[src/rtl/uninasoc_pkg.sv]
// Shared SoC definitions: GPIO defaults, register offsets, AXI response codes
// and the GPIO slave's internal types.
package uninasoc_pkg;

  localparam int unsigned NUM_GPIO_IN          = 16;
  localparam int unsigned NUM_GPIO_OUT         = 16;
  localparam int unsigned GPIO_DEBOUNCE_CYCLES = 4;

  localparam logic [31:0] GPIO_IN_OFFSET         = 32'h00;
  localparam logic [31:0] GPIO_OUT_OFFSET        = 32'h04;
  localparam logic [31:0] GPIO_OUT_SET_OFFSET    = 32'h08;
  localparam logic [31:0] GPIO_OUT_CLR_OFFSET    = 32'h0C;
  localparam logic [31:0] GPIO_RISE_EN_OFFSET    = 32'h10;
  localparam logic [31:0] GPIO_FALL_EN_OFFSET    = 32'h14;
  localparam logic [31:0] GPIO_IRQ_STATUS_OFFSET = 32'h18;

  localparam logic [1:0] RESP_OKAY   = 2'b00;
  localparam logic [1:0] RESP_SLVERR = 2'b10;

  // Word index taken from addr[4:2]; slot 7 is the unmapped hole.
  typedef enum logic [2:0] {
    REG_IN         = 3'd0,
    REG_OUT        = 3'd1,
    REG_OUT_SET    = 3'd2,
    REG_OUT_CLR    = 3'd3,
    REG_RISE_EN    = 3'd4,
    REG_FALL_EN    = 3'd5,
    REG_IRQ_STATUS = 3'd6,
    REG_UNMAPPED   = 3'd7
  } gpio_reg_e;

  typedef enum logic {
    W_IDLE = 1'b0,
    W_RESP = 1'b1
  } gpio_wr_state_e;

  typedef enum logic [1:0] {
    R_BOOT = 2'd0,
    R_IDLE = 2'd1,
    R_DATA = 2'd2
  } gpio_rd_state_e;

  typedef struct packed {
    gpio_wr_state_e wr_state;
    gpio_rd_state_e rd_state;
  } gpio_dbg_t;

  function automatic logic [31:0] strb_to_mask(input logic [3:0] strb);
    logic [31:0] mask;
    mask = '0;
    for (int b = 0; b < 4; b++) begin
      if (strb[b]) mask[8*b +: 8] = 8'hFF;
    end
    return mask;
  endfunction

endpackage

[src/rtl/uninasoc_gpio_if.sv]
// AXI-Lite slave port bundle for the GPIO peripheral.
// Every channel transfers on a rising edge where valid && ready; once raised,
// valid and its payload hold until that edge, and ready may depend on valid.
interface uninasoc_gpio_if;

  logic [31:0] awaddr;
  logic        awvalid;
  logic        awready;
  logic [31:0] wdata;
  logic [3:0]  wstrb;
  logic        wvalid;
  logic        wready;
  logic [1:0]  bresp;
  logic        bvalid;
  logic        bready;
  logic [31:0] araddr;
  logic        arvalid;
  logic        arready;
  logic [31:0] rdata;
  logic [1:0]  rresp;
  logic        rvalid;
  logic        rready;

  modport master (
    output awaddr, awvalid, wdata, wstrb, wvalid, bready, araddr, arvalid, rready,
    input  awready, wready, bresp, bvalid, arready, rdata, rresp, rvalid
  );

  modport slave (
    input  awaddr, awvalid, wdata, wstrb, wvalid, bready, araddr, arvalid, rready,
    output awready, wready, bresp, bvalid, arready, rdata, rresp, rvalid
  );

endinterface

[src/rtl/gpio_debounce.sv]
// One input pin: 2-FF synchroniser, stability-count debouncer, registered
// level and single-cycle rise/fall strobes aligned with the level update.
module gpio_debounce #(
  parameter int unsigned DEBOUNCE_CYCLES = 4
) (
  input  logic clock_i,
  input  logic reset_ni,
  input  logic pin,
  output logic level,
  output logic rise,
  output logic fall
);

  logic meta;
  logic sync;
  logic stable;

  always_ff @(posedge clock_i or negedge reset_ni) begin
    if (!reset_ni) begin
      meta <= 1'b0;
      sync <= 1'b0;
    end else begin
      meta <= pin;
      sync <= meta;
    end
  end

  if (DEBOUNCE_CYCLES == 0) begin : g_bypass
    assign stable = sync;
  end else begin : g_filter
    localparam int CW = $clog2(DEBOUNCE_CYCLES + 1);
    localparam logic [CW-1:0] LAST = CW'(DEBOUNCE_CYCLES - 1);

    logic [CW-1:0] cnt;
    logic          stable_q;

    // The counter only runs while sync disagrees with the accepted value.
    always_ff @(posedge clock_i or negedge reset_ni) begin
      if (!reset_ni) begin
        stable_q <= 1'b0;
        cnt      <= '0;
      end else if (sync == stable_q) begin
        cnt <= '0;
      end else if (cnt == LAST) begin
        stable_q <= sync;
        cnt      <= '0;
      end else begin
        cnt <= cnt + CW'(1);
      end
    end

    assign stable = stable_q;
  end

  // level is the IN register bit; the strobes fire in the cycle before it moves.
  always_ff @(posedge clock_i or negedge reset_ni) begin
    if (!reset_ni) level <= 1'b0;
    else           level <= stable;
  end

  assign rise = stable & ~level;
  assign fall = ~stable & level;

endmodule

[src/rtl/uninasoc_gpio.sv]
// AXI-Lite GPIO slave: debounced inputs, atomic set/clear outputs and
// edge interrupts with write-1-to-clear status.
module uninasoc_gpio
  import uninasoc_pkg::*;
#(
  parameter int unsigned          NUM_IN          = NUM_GPIO_IN,
  parameter int unsigned          NUM_OUT         = NUM_GPIO_OUT,
  parameter int unsigned          DEBOUNCE_CYCLES = GPIO_DEBOUNCE_CYCLES,
  parameter logic [NUM_OUT-1:0]   OUT_RESET       = '0
) (
  input  logic               clock_i,
  input  logic               reset_ni,
  uninasoc_gpio_if.slave     s_axilite,
  input  logic [NUM_IN-1:0]  gpio_in_i,
  output logic [NUM_OUT-1:0] gpio_out_o,
  output logic               irq_o,
  output gpio_dbg_t          dbg_o
);

  gpio_wr_state_e wr_state, wr_next;
  gpio_rd_state_e rd_state, rd_next;
  logic           wr_hs, rd_hs;
  logic           bvalid, arready, rvalid;

  gpio_reg_e      wr_idx, rd_idx;
  logic [31:0]    wmask, wbits, rd_value;

  logic [NUM_OUT-1:0] out_q;
  logic [NUM_IN-1:0]  level, rise, fall, events;
  logic [NUM_IN-1:0]  rise_en, fall_en, status, status_next;
  logic [1:0]         bresp_q, rresp_q;
  logic [31:0]        rdata_q;

  // ---------------- input pins ----------------
  for (genvar i = 0; i < NUM_IN; i++) begin : g_in
    gpio_debounce #(
      .DEBOUNCE_CYCLES(DEBOUNCE_CYCLES)
    ) u_debounce (
      .clock_i (clock_i),
      .reset_ni(reset_ni),
      .pin     (gpio_in_i[i]),
      .level   (level[i]),
      .rise    (rise[i]),
      .fall    (fall[i])
    );
  end

  assign events = (rise & rise_en) | (fall & fall_en);

  // ---------------- write channel FSM ----------------
  always_ff @(posedge clock_i or negedge reset_ni) begin
    if (!reset_ni) wr_state <= W_IDLE;
    else           wr_state <= wr_next;
  end

  always_comb begin
    wr_next = wr_state;
    case (wr_state)
      W_IDLE:  if (s_axilite.awvalid && s_axilite.wvalid) wr_next = W_RESP;
      W_RESP:  if (s_axilite.bready) wr_next = W_IDLE;
      default: wr_next = W_IDLE;
    endcase
  end

  always_comb begin
    bvalid = (wr_state == W_RESP);
    wr_hs  = (wr_state == W_IDLE) && s_axilite.awvalid && s_axilite.wvalid;
  end

  // ---------------- read channel FSM ----------------
  // R_BOOT keeps arready low while reset is held and for the first cycle after.
  always_ff @(posedge clock_i or negedge reset_ni) begin
    if (!reset_ni) rd_state <= R_BOOT;
    else           rd_state <= rd_next;
  end

  always_comb begin
    rd_next = rd_state;
    case (rd_state)
      R_BOOT:  rd_next = R_IDLE;
      R_IDLE:  if (s_axilite.arvalid) rd_next = R_DATA;
      R_DATA:  if (s_axilite.rready) rd_next = R_IDLE;
      default: rd_next = R_BOOT;
    endcase
  end

  always_comb begin
    arready = (rd_state == R_IDLE);
    rvalid  = (rd_state == R_DATA);
    rd_hs   = arready && s_axilite.arvalid;
  end

  // ---------------- register file ----------------
  assign wr_idx = gpio_reg_e'(s_axilite.awaddr[4:2]);
  assign rd_idx = gpio_reg_e'(s_axilite.araddr[4:2]);
  assign wmask  = strb_to_mask(s_axilite.wstrb);
  assign wbits  = s_axilite.wdata & wmask;

  always_ff @(posedge clock_i or negedge reset_ni) begin
    if (!reset_ni) begin
      out_q   <= OUT_RESET;
      rise_en <= '0;
      fall_en <= '0;
      bresp_q <= RESP_OKAY;
    end else if (wr_hs) begin
      bresp_q <= (wr_idx == REG_UNMAPPED) ? RESP_SLVERR : RESP_OKAY;
      case (wr_idx)
        REG_OUT:     out_q   <= (out_q & ~wmask[NUM_OUT-1:0]) | wbits[NUM_OUT-1:0];
        REG_OUT_SET: out_q   <= out_q | wbits[NUM_OUT-1:0];
        REG_OUT_CLR: out_q   <= out_q & ~wbits[NUM_OUT-1:0];
        REG_RISE_EN: rise_en <= (rise_en & ~wmask[NUM_IN-1:0]) | wbits[NUM_IN-1:0];
        REG_FALL_EN: fall_en <= (fall_en & ~wmask[NUM_IN-1:0]) | wbits[NUM_IN-1:0];
        default:     ;
      endcase
    end
  end

  // New events win over a W1C of the same bit in the same cycle.
  always_comb begin
    status_next = status;
    if (wr_hs && (wr_idx == REG_IRQ_STATUS)) status_next = status & ~wbits[NUM_IN-1:0];
    status_next = status_next | events;
  end

  always_ff @(posedge clock_i or negedge reset_ni) begin
    if (!reset_ni) status <= '0;
    else           status <= status_next;
  end

  always_comb begin
    rd_value = '0;
    case (rd_idx)
      REG_IN:         rd_value[NUM_IN-1:0]  = level;
      REG_OUT:        rd_value[NUM_OUT-1:0] = out_q;
      REG_RISE_EN:    rd_value[NUM_IN-1:0]  = rise_en;
      REG_FALL_EN:    rd_value[NUM_IN-1:0]  = fall_en;
      REG_IRQ_STATUS: rd_value[NUM_IN-1:0]  = status;
      default:        rd_value = '0;
    endcase
  end

  always_ff @(posedge clock_i or negedge reset_ni) begin
    if (!reset_ni) begin
      rdata_q <= '0;
      rresp_q <= RESP_OKAY;
    end else if (rd_hs) begin
      rdata_q <= rd_value;
      rresp_q <= (rd_idx == REG_UNMAPPED) ? RESP_SLVERR : RESP_OKAY;
    end
  end

  // ---------------- outputs ----------------
  assign s_axilite.awready = wr_hs;
  assign s_axilite.wready  = wr_hs;
  assign s_axilite.bvalid  = bvalid;
  assign s_axilite.bresp   = bresp_q;
  assign s_axilite.arready = arready;
  assign s_axilite.rvalid  = rvalid;
  assign s_axilite.rdata   = rdata_q;
  assign s_axilite.rresp   = rresp_q;

  assign gpio_out_o = out_q;
  assign irq_o      = |status;
  assign dbg_o      = '{wr_state: wr_state, rd_state: rd_state};

  // Only addr[4:2] is decoded and only the low NUM_IN/NUM_OUT data bits land.
  logic unused_bits;
  assign unused_bits = ^{s_axilite.awaddr, s_axilite.araddr, wbits};

endmodule

[src/flat_wrapper.sv]
// flat-port wrapper written by rule: the top's interface ports become plain ports
module uninasoc_gpio_flat import uninasoc_pkg::*;
#(
  parameter int unsigned          NUM_IN          = NUM_GPIO_IN,
  parameter int unsigned          NUM_OUT         = NUM_GPIO_OUT,
  parameter int unsigned          DEBOUNCE_CYCLES = GPIO_DEBOUNCE_CYCLES,
  parameter logic [NUM_OUT-1:0]   OUT_RESET       = '0
)
  (clock_i, reset_ni, gpio_in_i, gpio_out_o, irq_o, dbg_o, s_axilite_awaddr, s_axilite_awvalid, s_axilite_wdata, s_axilite_wstrb, s_axilite_wvalid, s_axilite_bready, s_axilite_araddr, s_axilite_arvalid, s_axilite_rready, s_axilite_awready, s_axilite_wready, s_axilite_bresp, s_axilite_bvalid, s_axilite_arready, s_axilite_rdata, s_axilite_rresp, s_axilite_rvalid);
  uninasoc_gpio_if s_axilite_i ();
  input  logic clock_i;
  input  logic reset_ni;
  input  logic [NUM_IN-1:0] gpio_in_i;
  output logic [NUM_OUT-1:0] gpio_out_o;
  output logic irq_o;
  output gpio_dbg_t dbg_o;
  input wire logic [$bits(s_axilite_i.awaddr)-1:0] s_axilite_awaddr;
  input wire logic [$bits(s_axilite_i.awvalid)-1:0] s_axilite_awvalid;
  input wire logic [$bits(s_axilite_i.wdata)-1:0] s_axilite_wdata;
  input wire logic [$bits(s_axilite_i.wstrb)-1:0] s_axilite_wstrb;
  input wire logic [$bits(s_axilite_i.wvalid)-1:0] s_axilite_wvalid;
  input wire logic [$bits(s_axilite_i.bready)-1:0] s_axilite_bready;
  input wire logic [$bits(s_axilite_i.araddr)-1:0] s_axilite_araddr;
  input wire logic [$bits(s_axilite_i.arvalid)-1:0] s_axilite_arvalid;
  input wire logic [$bits(s_axilite_i.rready)-1:0] s_axilite_rready;
  output wire logic [$bits(s_axilite_i.awready)-1:0] s_axilite_awready;
  output wire logic [$bits(s_axilite_i.wready)-1:0] s_axilite_wready;
  output wire logic [$bits(s_axilite_i.bresp)-1:0] s_axilite_bresp;
  output wire logic [$bits(s_axilite_i.bvalid)-1:0] s_axilite_bvalid;
  output wire logic [$bits(s_axilite_i.arready)-1:0] s_axilite_arready;
  output wire logic [$bits(s_axilite_i.rdata)-1:0] s_axilite_rdata;
  output wire logic [$bits(s_axilite_i.rresp)-1:0] s_axilite_rresp;
  output wire logic [$bits(s_axilite_i.rvalid)-1:0] s_axilite_rvalid;
  assign s_axilite_i.awaddr = s_axilite_awaddr;
  assign s_axilite_i.awvalid = s_axilite_awvalid;
  assign s_axilite_i.wdata = s_axilite_wdata;
  assign s_axilite_i.wstrb = s_axilite_wstrb;
  assign s_axilite_i.wvalid = s_axilite_wvalid;
  assign s_axilite_i.bready = s_axilite_bready;
  assign s_axilite_i.araddr = s_axilite_araddr;
  assign s_axilite_i.arvalid = s_axilite_arvalid;
  assign s_axilite_i.rready = s_axilite_rready;
  assign s_axilite_awready = s_axilite_i.awready;
  assign s_axilite_wready = s_axilite_i.wready;
  assign s_axilite_bresp = s_axilite_i.bresp;
  assign s_axilite_bvalid = s_axilite_i.bvalid;
  assign s_axilite_arready = s_axilite_i.arready;
  assign s_axilite_rdata = s_axilite_i.rdata;
  assign s_axilite_rresp = s_axilite_i.rresp;
  assign s_axilite_rvalid = s_axilite_i.rvalid;
  uninasoc_gpio #(.NUM_IN(NUM_IN), .NUM_OUT(NUM_OUT), .DEBOUNCE_CYCLES(DEBOUNCE_CYCLES), .OUT_RESET(OUT_RESET)) u_core (.clock_i(clock_i), .reset_ni(reset_ni), .s_axilite(s_axilite_i), .gpio_in_i(gpio_in_i), .gpio_out_o(gpio_out_o), .irq_o(irq_o), .dbg_o(dbg_o));
endmodule
[config.mk]
export PLATFORM = sky130hd
export DESIGN_NAME = uninasoc_gpio_flat
export DESIGN_NICKNAME = d
export VERILOG_FILES = /design/src/rtl/uninasoc_pkg.sv /design/src/rtl/uninasoc_gpio_if.sv /design/src/rtl/gpio_debounce.sv /design/src/rtl/uninasoc_gpio.sv /design/src/flat_wrapper.sv
export SDC_FILE = /design/constraint.sdc
export NUM_CORES = 1
export LEC_CHECK = 0
export CELL_PAD_IN_SITES_DETAIL_PLACEMENT = 1
export CELL_PAD_IN_SITES_GLOBAL_PLACEMENT = 2
export CORE_UTILIZATION = 36
export DETAILED_ROUTE_END_ITERATION = 10
export PLACE_DENSITY = 0.91
export SLEW_MARGIN = 0
export SYNTH_ARGS = -nofsm -noshare
export SYNTH_HDL_FRONTEND = slang
export SYNTH_HIERARCHICAL = 1
export SYNTH_SLANG_ARGS = --single-unit
[constraint.sdc]
create_clock -name clock_i -period 4.3 [get_ports clock_i]
set_input_delay 0.645 -clock clock_i [delete_from_list [all_inputs] [get_ports clock_i]]
set_output_delay 0.645 -clock clock_i [all_outputs]
set_load 0.01 [all_outputs]
==> summary.md, run 1 <==
| Metric | Value |
|---|---|
| Register-to-register setup slack | 2.13 ns |
| Setup bufs post-CTS | 0 |
| Top area cells in the synthesized netlist | sky130_fd_sc_hd__dfrtp_1 57%, sky130_fd_sc_hd__mux2_2 6.2%, sky130_fd_sc_hd__nand2_1 4.4%, sky130_fd_sc_hd__o21ai_0 4.1%, sky130_fd_sc_hd__nor2b_4 2.6% |
| Number of register bits inferred by synthesis | between 150 and 200 |
| Buffer depth of the longest clock path | 2 |
| Total standard cell area after synthesis | ~8600 sq um |
| Highest ir drop seen on vdd | 0.199 mV |
| Worst setup SP type | flip-flop |
| Critical Path Fanout Max | 3 |
| Transition time of the tightest slew-check pin | 0.991 ns |
| Arrival time of the worst setup path | 2.20 ns |
| Net count of the finished layout | 942 |
| Clock net sink count | between 150 and 200 |
| Share of the core filled with cells in the final layout | about 44% |
| Number of antenna violations at the first check in global routing | 3 |
| Setup clock skew after layout | between 0.009 and 0.01 ns |
| RSZ-0062 raised after global routing | false |
| Vias after detailed routing | between 5000 and 6000 |
| Total CTS buffers | 17 |
| Worst max-slew margin expressed relative to the limit | 34.0% |
| Clock tree from TritonCTS | done |
| I/O pin count | 184 |
| Global placer's final weighted congestion | 0.763 |
| Post-cts resize count | 0 |
| Number of warnings printed during yosys synthesis | 6 |
| Iter 0 DRT Violations | around 320 |
| Clock transition time at the flip-flop clock pins of the worst setup and hold paths | 0.07 ns |
| Global-route wire length before repair | 32.9 mm |
| Global router's overall resource usage | 17.6% |
| Power per unit of standard cell area | approximately 560 nW/um^2 |
| Prevailing post-synth register cell | sky130_fd_sc_hd__dfrtp_1 |
| Power consumption | 0.00582 W |
| First drt pass iteration count | 4 |
| Syn avg cell area | 12.0 sq um |
| Layout overhead on the synthesized area | 20.1% |
| Type of the worst setup path | flip-flop to output pin |
| Hold bufs inserted after CTS | 0 |
| Portion of synthesized cell area occupied by the leading cell type | between 50% and 60% |
| # placed instances | 1103 |
| Maximum clock frequency | 0.352 GHz |
| Via count of the first global-routing pass | ~6000 |
| Share of flip-flops with an asynchronous set or reset | 100% |
| Count leader, synth | sky130_fd_sc_hd__dfrtp_1 |
| Starting utilization of the core area | 36.7% |
| Number of non-filler instances in the completed layout | 1136 |
| Input/output buffers | 89 |
| Skew-Pair Late Insertion Delay | 0.43 ns |
| DRC | 0 |
| Status | complete, no violations |
| Estimated wirelength of the detail-placed design | about 14 mm |
| Fraction of the yosys area taken by sequential cells | roughly 57% |
| Setup Viol. Count Final | 0 |
| Final slew viol count | 0 |
| Overall die area | roughly 24000 sq um |
| Final critical path time including I/O delays and setup | ~2.8 ns |
| Dominant cell type by area after synthesis | sky130_fd_sc_hd__dfrtp_1 |
| Hold Crit Class | primary input to async pin |
| Core Footprint | 23400 sq um |
| Die X-Extent | ~160 um |
| Crit share post-route | 66.1% |
| Total routed wirelength | 20.2 mm |
| Hold Vio Cnt, Final | 0 |
| Overflow left after global routing | 0 |
| Aggregate negative setup slack | 0 ns |
| Fraction of layout instances using a drive strength above 1 | around 17% |
| Max-cap violations | 0 |
| H-Tree Depth | 4 |
| Cell at the root of the clock tree | sky130_fd_sc_hd__clkbuf_16 |
| Commonest cells in the netlist | 197 x sky130_fd_sc_hd__dfrtp_1, 101 x sky130_fd_sc_hd__nand2_1, 71 x sky130_fd_sc_hd__o21ai_0 |
| Required time at the worst-slack endpoint | 3.65 ns |
| Vertical die dimension | 156 um |
| Number of flops mapped to enable cells by yosys | 0 |
| Placed cell areas | 9730 sq um |
| Leakage power | 4.48 nW |
| Gate Count Post-Synth | 717 |
| Count of distinct cell types in the synthesized netlist | 41 |
| Average wire per standard cell | about 18 um |
| Area of all placed cells without fillers | a little over 10000 sq um |
| Pin count of the biggest net entering global routing | just under 100 |
| Residual antenna-violating net count after detailed routing | 0 |
| Core Rows | 56 |
| Per-cell via count in the routed design | just over 5 |
| Setup crit end kind | output pin |
-- area by class of cell --
class	count	area, sq um
fillers	2515	13100
flip-flops and latches	197	4930
multi-input cells	472	3370
repair buffers	97	967
clock buffers	18	429
well taps	319	399
clock inverters	14	144
inverters	18	67.6
diodes	1	2.50
-- power breakdown --
group | switching [W] | total [W] | internal (W)
logic | 0.000672 | 0.00151 | 0.000840
registers | 0.000401 | 0.00274 | 0.00234
clock network | 0.000742 | 0.00156 | 0.000818
-- layout by cell type, fill, tap and decap left out, types with 2 or more instances in the layout --
cell	synthesis	routed
sky130_fd_sc_hd__a22oi_1	16	16
sky130_fd_sc_hd__and2b_1	16	16
sky130_fd_sc_hd__buf_4	20	7
sky130_fd_sc_hd__clkbuf_16	0	17
sky130_fd_sc_hd__clkdlybuf4s50_1	0	88
sky130_fd_sc_hd__clkinv_4	0	3
sky130_fd_sc_hd__clkinvlp_4	0	3
sky130_fd_sc_hd__conb_1	1	18
sky130_fd_sc_hd__dfrtp_1	197	197
sky130_fd_sc_hd__ha_1	16	16
sky130_fd_sc_hd__inv_1	18	18
sky130_fd_sc_hd__inv_6	0	3
sky130_fd_sc_hd__inv_8	0	3
sky130_fd_sc_hd__mux2_2	47	47
sky130_fd_sc_hd__mux2i_1	16	16
sky130_fd_sc_hd__nand2_1	101	101
sky130_fd_sc_hd__nand2_2	2	2
sky130_fd_sc_hd__nand2b_1	5	5
sky130_fd_sc_hd__nand3_1	3	3
sky130_fd_sc_hd__nor2b_1	18	18
sky130_fd_sc_hd__nor2b_4	16	16
sky130_fd_sc_hd__nor3_1	16	16
sky130_fd_sc_hd__nor3b_1	16	16
sky130_fd_sc_hd__nor3b_2	17	17
sky130_fd_sc_hd__nor4_1	4	4
sky130_fd_sc_hd__o21ai_0	71	70
sky130_fd_sc_hd__o21ai_1	5	5
sky130_fd_sc_hd__o21ai_2	10	11
sky130_fd_sc_hd__o22ai_1	16	16
sky130_fd_sc_hd__o32ai_1	16	16
sky130_fd_sc_hd__xnor2_1	16	16
-- path summary, 6_finish.rpt --
| path | start | end | depth (start not counted) |
|---|---|---|---|
| max | u_core/status[4] | irq_o | 3 |
| min | reset_ni | u_core/g_in[9].u_debounce/sync | 1 |
| max reg2reg | u_core/rd_state[1] | u_core/s_axilite.rdata[6] | 5 |
| min reg2reg | u_core/g_in[10].u_debounce/meta | u_core/g_in[10].u_debounce/sync | 0 |
| max in group asynchronous | reset_ni | u_core/g_in[2].u_debounce/g_filter.cnt[1] | 2 |
| min in group clock_i | u_core/g_in[10].u_debounce/meta | u_core/g_in[10].u_debounce/sync | 0 |
-- routing by layer --
metal	part of all wire [%]	vias up	global-route usage (%)
met5	0	-	0
met4	1.9	0	6.07
met3	4.7	27	4.38
met2	50	104	29.4
met1	44	2955	22.2
li1	-	2646	-
-- metrics by stage --
| stage | setup slack [ns] | hold slack (ns) |
|---|---|---|
| 2_1_floorplan | 2.62 | 0.331 |
| 6_report | 1.46 | 0.277 |
| 4_1_cts | 1.39 | 0.312 |
| 3_3_place_gp | 1.27 | 0.333 |
| 5_1_grt | 1.41 | 0.335 |
| 3_5_place_dp | 1.24 | 0.336 |
-- kinds of logic after synthesis --
group / after synthesis / share of synthesized area, %
AND/OR/NAND/NOR: 222 / 16.5
flip-flops: 197 / 57.4
AO/OA/AOI/OAI: 135 / 9.75
buffers and inverters: 65 / 4.12
multiplexers: 64 / 8.16
XOR/XNOR: 17 / 1.73
adder cells (fa/ha/maj): 16 / 2.33
other: 1 / 0.0437
-- worst max-delay path, stage by stage (launching register included) --
cell                              delay (ns)
sky130_fd_sc_hd__dfrtp_1                0.40
sky130_fd_sc_hd__nor4_1                 0.57
sky130_fd_sc_hd__nand4_1                0.25
sky130_fd_sc_hd__clkdlybuf4s50_1        0.54
(Power assumes the default switching activity.)
==> inputs of run 2 (changes only) <==
- CORE_UTILIZATION: 36 -> 33
- PLACE_DENSITY: 0.91 -> 0.85
- clock period: 4.3 -> 3 ns (I/O delays scaled with it)
==> summary.md, run 2 (same netlist as run 1, synthesis figures left out) <==
| Metric | Value |
|---|---|
| Portion of total power attributed to sequential cells | 47.7% (+0.5 points) |
| H-Tree Depth | 4 (unchanged) |
| Highest ir drop seen on vdd | 0.313 mV (+57%) |
| Global placer's final weighted congestion | 0.817 (+7.0%) |
| Setup crit end kind | output pin |
| Maximum clock frequency | 0.390 GHz |
| Average wire per standard cell | 17.6 um (-1.5%) |
| Net Switching | 0.00256 W (+41%) |
| Detailed-route wire length on metal 1 | 8.72 mm (-1.6%) |
| Proportion of power drawn by the clock network | 26.1% (-0.7 points) |
| Total CTS buffers | 17 (unchanged) |
| Post-cts resize count | 0 (unchanged) |
| Most frequent cells in the layout | 197 x sky130_fd_sc_hd__dfrtp_1, 101 x sky130_fd_sc_hd__nand2_1, 88 x sky130_fd_sc_hd__clkdlybuf4s50_1 |
| Number of non-filler instances in the completed layout | 1158 (+1.9%) |
| Internal power summed over all cells | 0.00569 W (+42%) |
| Hold Crit Class | primary input to async pin |
| Required time at the worst-slack endpoint | 2.55 ns (-1.10 ns) |
| Layout overhead on the synthesized area | 21.0% |
| Core Footprint | 25300 sq um (+8.2%) |
| Die X-Extent | 163 um (+4.4%) |
| Crit share post-route | 85.5% |
| Most common library cell in the layout ignoring fill and taps | sky130_fd_sc_hd__dfrtp_1 |
| Combinational share of power | 26.2% (+0.2 points) |
| Wire length on met3 | 995 um (+4.2%) |
| DRC | 0 (unchanged) |
| Cell at the root of the clock tree | sky130_fd_sc_hd__clkbuf_16 |
| Transition time of the tightest slew-check pin | 0.872 ns (-0.118 ns) |
| Pin count of the biggest net entering global routing | 82 (-15%) |
| Arrival time of the worst setup path | 2.12 ns (-0.08 ns) |
| Aggregate negative setup slack | 0 ns (unchanged) |
| Highest-delay cell along the critical path | sky130_fd_sc_hd__clkdlybuf4s50_1 |
| Total routed wirelength | 20.3 mm (+0.43%) |
| Estimated wirelength of the detail-placed design | 14.2 mm (+2.9%) |
| Clock net sink count | 197 (unchanged) |
| Power per unit of standard cell area | 794 nW/um^2 (+41%) |
| Number of antenna violations at the first check in global routing | 0 (-3) |
| Global-route wire length before repair | 33.5 mm (+1.7%) |
| Vertical die dimension | 163 um (+4.4%) |
| Final critical path time including I/O delays and setup | 2.57 ns |
| Leakage power | 4.52 nW (+0.84%) |
| Status | complete, no violations |
| Overall die area | 26700 sq um (+9.0%) |
| Share of the core filled with cells in the final layout | 41.0% (-3.0 points) |
| Crit path largest cell delay | 0.54 ns (-0.03 ns) |
| # placed instances | 1126 (+2.1%) |
| Max-cap violations | 0 (unchanged) |
| Starting utilization of the core area | 33.9% (-2.8 points) |
| Setup Viol. Count Final | 0 (unchanged) |
| Overflow left after global routing | 0 (unchanged) |
| RSZ-0062 raised after global routing | false |
| Global router's overall resource usage | 16.4% (-1.2 points) |
| Iter 0 DRT Violations | 260 (-20%) |
| Critical Path Fanout Max | 3 (unchanged) |
| Setup clock skew after layout | 0.00836 ns (-0.00117 ns) |
| Core Rows | 58 (+3.6%) |
| Cells traversed along the worst timing path | nor4_1 > nand4_1 > clkdlybuf4s50_1 |
| Hold bufs inserted after CTS | 0 (unchanged) |
| Length of routed met2 wiring | 10.2 mm (+2.0%) |
| Clock tree from TritonCTS | done |
| Buffer depth of the longest clock path | 2 (unchanged) |
| Fraction of layout instances using a drive strength above 1 | 18.0% (+1.1 points) |
| Setup bufs post-CTS | 0 (unchanged) |
| Net count of the finished layout | 954 (+1.3%) |
| Worst max-slew margin expressed relative to the limit | 41.8% (+7.9 points) |
| Skew-Pair Late Insertion Delay | 0.43 ns (about the same) |
| Top layer in use | met4 |
| Worst setup SP type | flip-flop |
| ANT cells | 0 (-1) |
| Type of the worst setup path | flip-flop to output pin |
| Clock transition time at the flip-flop clock pins of the worst setup and hold paths | 0.07 ns (about the same) |
| Final slew viol count | 0 (unchanged) |
| Per-cell via count in the routed design | 4.94 (-2.1%) |
| Hold Vio Cnt, Final | 0 (unchanged) |
| Via count of the first global-routing pass | 6254 (+2.0%) |
| First drt pass iteration count | 4 (unchanged) |
| I/O pin count | 184 (unchanged) |
| Residual antenna-violating net count after detailed routing | 0 (unchanged) |
| Switching part of the total power | 31.0% (-0.20 points) |
| Input/output buffers | 89 (unchanged) |
| Vias after detailed routing | 5718 (-0.24%) |
run 2: path summary, 6_finish.rpt:
kind                                                      from                             end  depth (start not counted)  slack [ns]
worst max-delay path                          u_core/status[4]                           irq_o                          3        0.43
worst min-delay path                                  reset_ni            u_core/gpio_out_o[3]                          1        0.06
worst max register to register              u_core/rd_state[1]      u_core/s_axilite.rdata[10]                          4        1.06
worst min register to register  u_core/g_in[3].u_debounce/meta  u_core/g_in[3].u_debounce/sync                          0        0.35
max in group asynchronous                             reset_ni       u_core/s_axilite.rdata[1]                          2        2.14
min in group clock_i            u_core/g_in[3].u_debounce/meta  u_core/g_in[3].u_debounce/sync                          0        0.35
run 2: through the flow:
| step | worst slack (ns) | hold WS (ns) | total power (W) | cell area, sq um |
|---|---|---|---|---|
| 3_3_place_gp | 0.385 | 0.333 | 0.00603 | 9840 |
| 6_report | 0.435 | 0.0585 | 0.00825 | 10400 |
| 3_5_place_dp | 0.378 | 0.336 | 0.00618 | 9840 |
| 5_1_grt | 0.369 | 0.0912 | 0.00879 | 10400 |
| 2_1_floorplan | 1.49 | 0.154 | 0.00522 | 8650 |
| 4_1_cts | 0.325 | 0.0740 | 0.00838 | 10400 |
run 2: critical path: cells and delay by family (launching register included):
family        cells  cell delay [ns]
simple gates      2             0.74
buf+inv           1             0.54
flops             1             0.40
run 2: cell type report:
class,instances,area [sq um]
Clock buffer,21,460
Clock inverter,11,95.1
Fill cell,2695,14900
Inverter,18,67.6
Multi-Input combinational cell,472,3370
Sequential cell,197,4930
Tap cell,330,413
Timing Repair Buffer,109,1060
run 2: layer usage:
layer	up-vias	GRT usage (%)
met4	0	5.78
met3	32	3.66
met2	120	27.8
li1	2674	-
met1	2892	20.4
met5	-	0
run 2: power groups by stage:
stage / registers, W / logic [W] / clock network (W)
after floorplan: 0.00388 / 0.00134 / 0
after global placement: 0.00394 / 0.00209 / 0
after global routing: 0.00404 / 0.00243 / 0.00232
after CTS: 0.00395 / 0.00220 / 0.00223
after detailed placement: 0.00399 / 0.00219 / 0
final: 0.00394 / 0.00216 / 0.00215
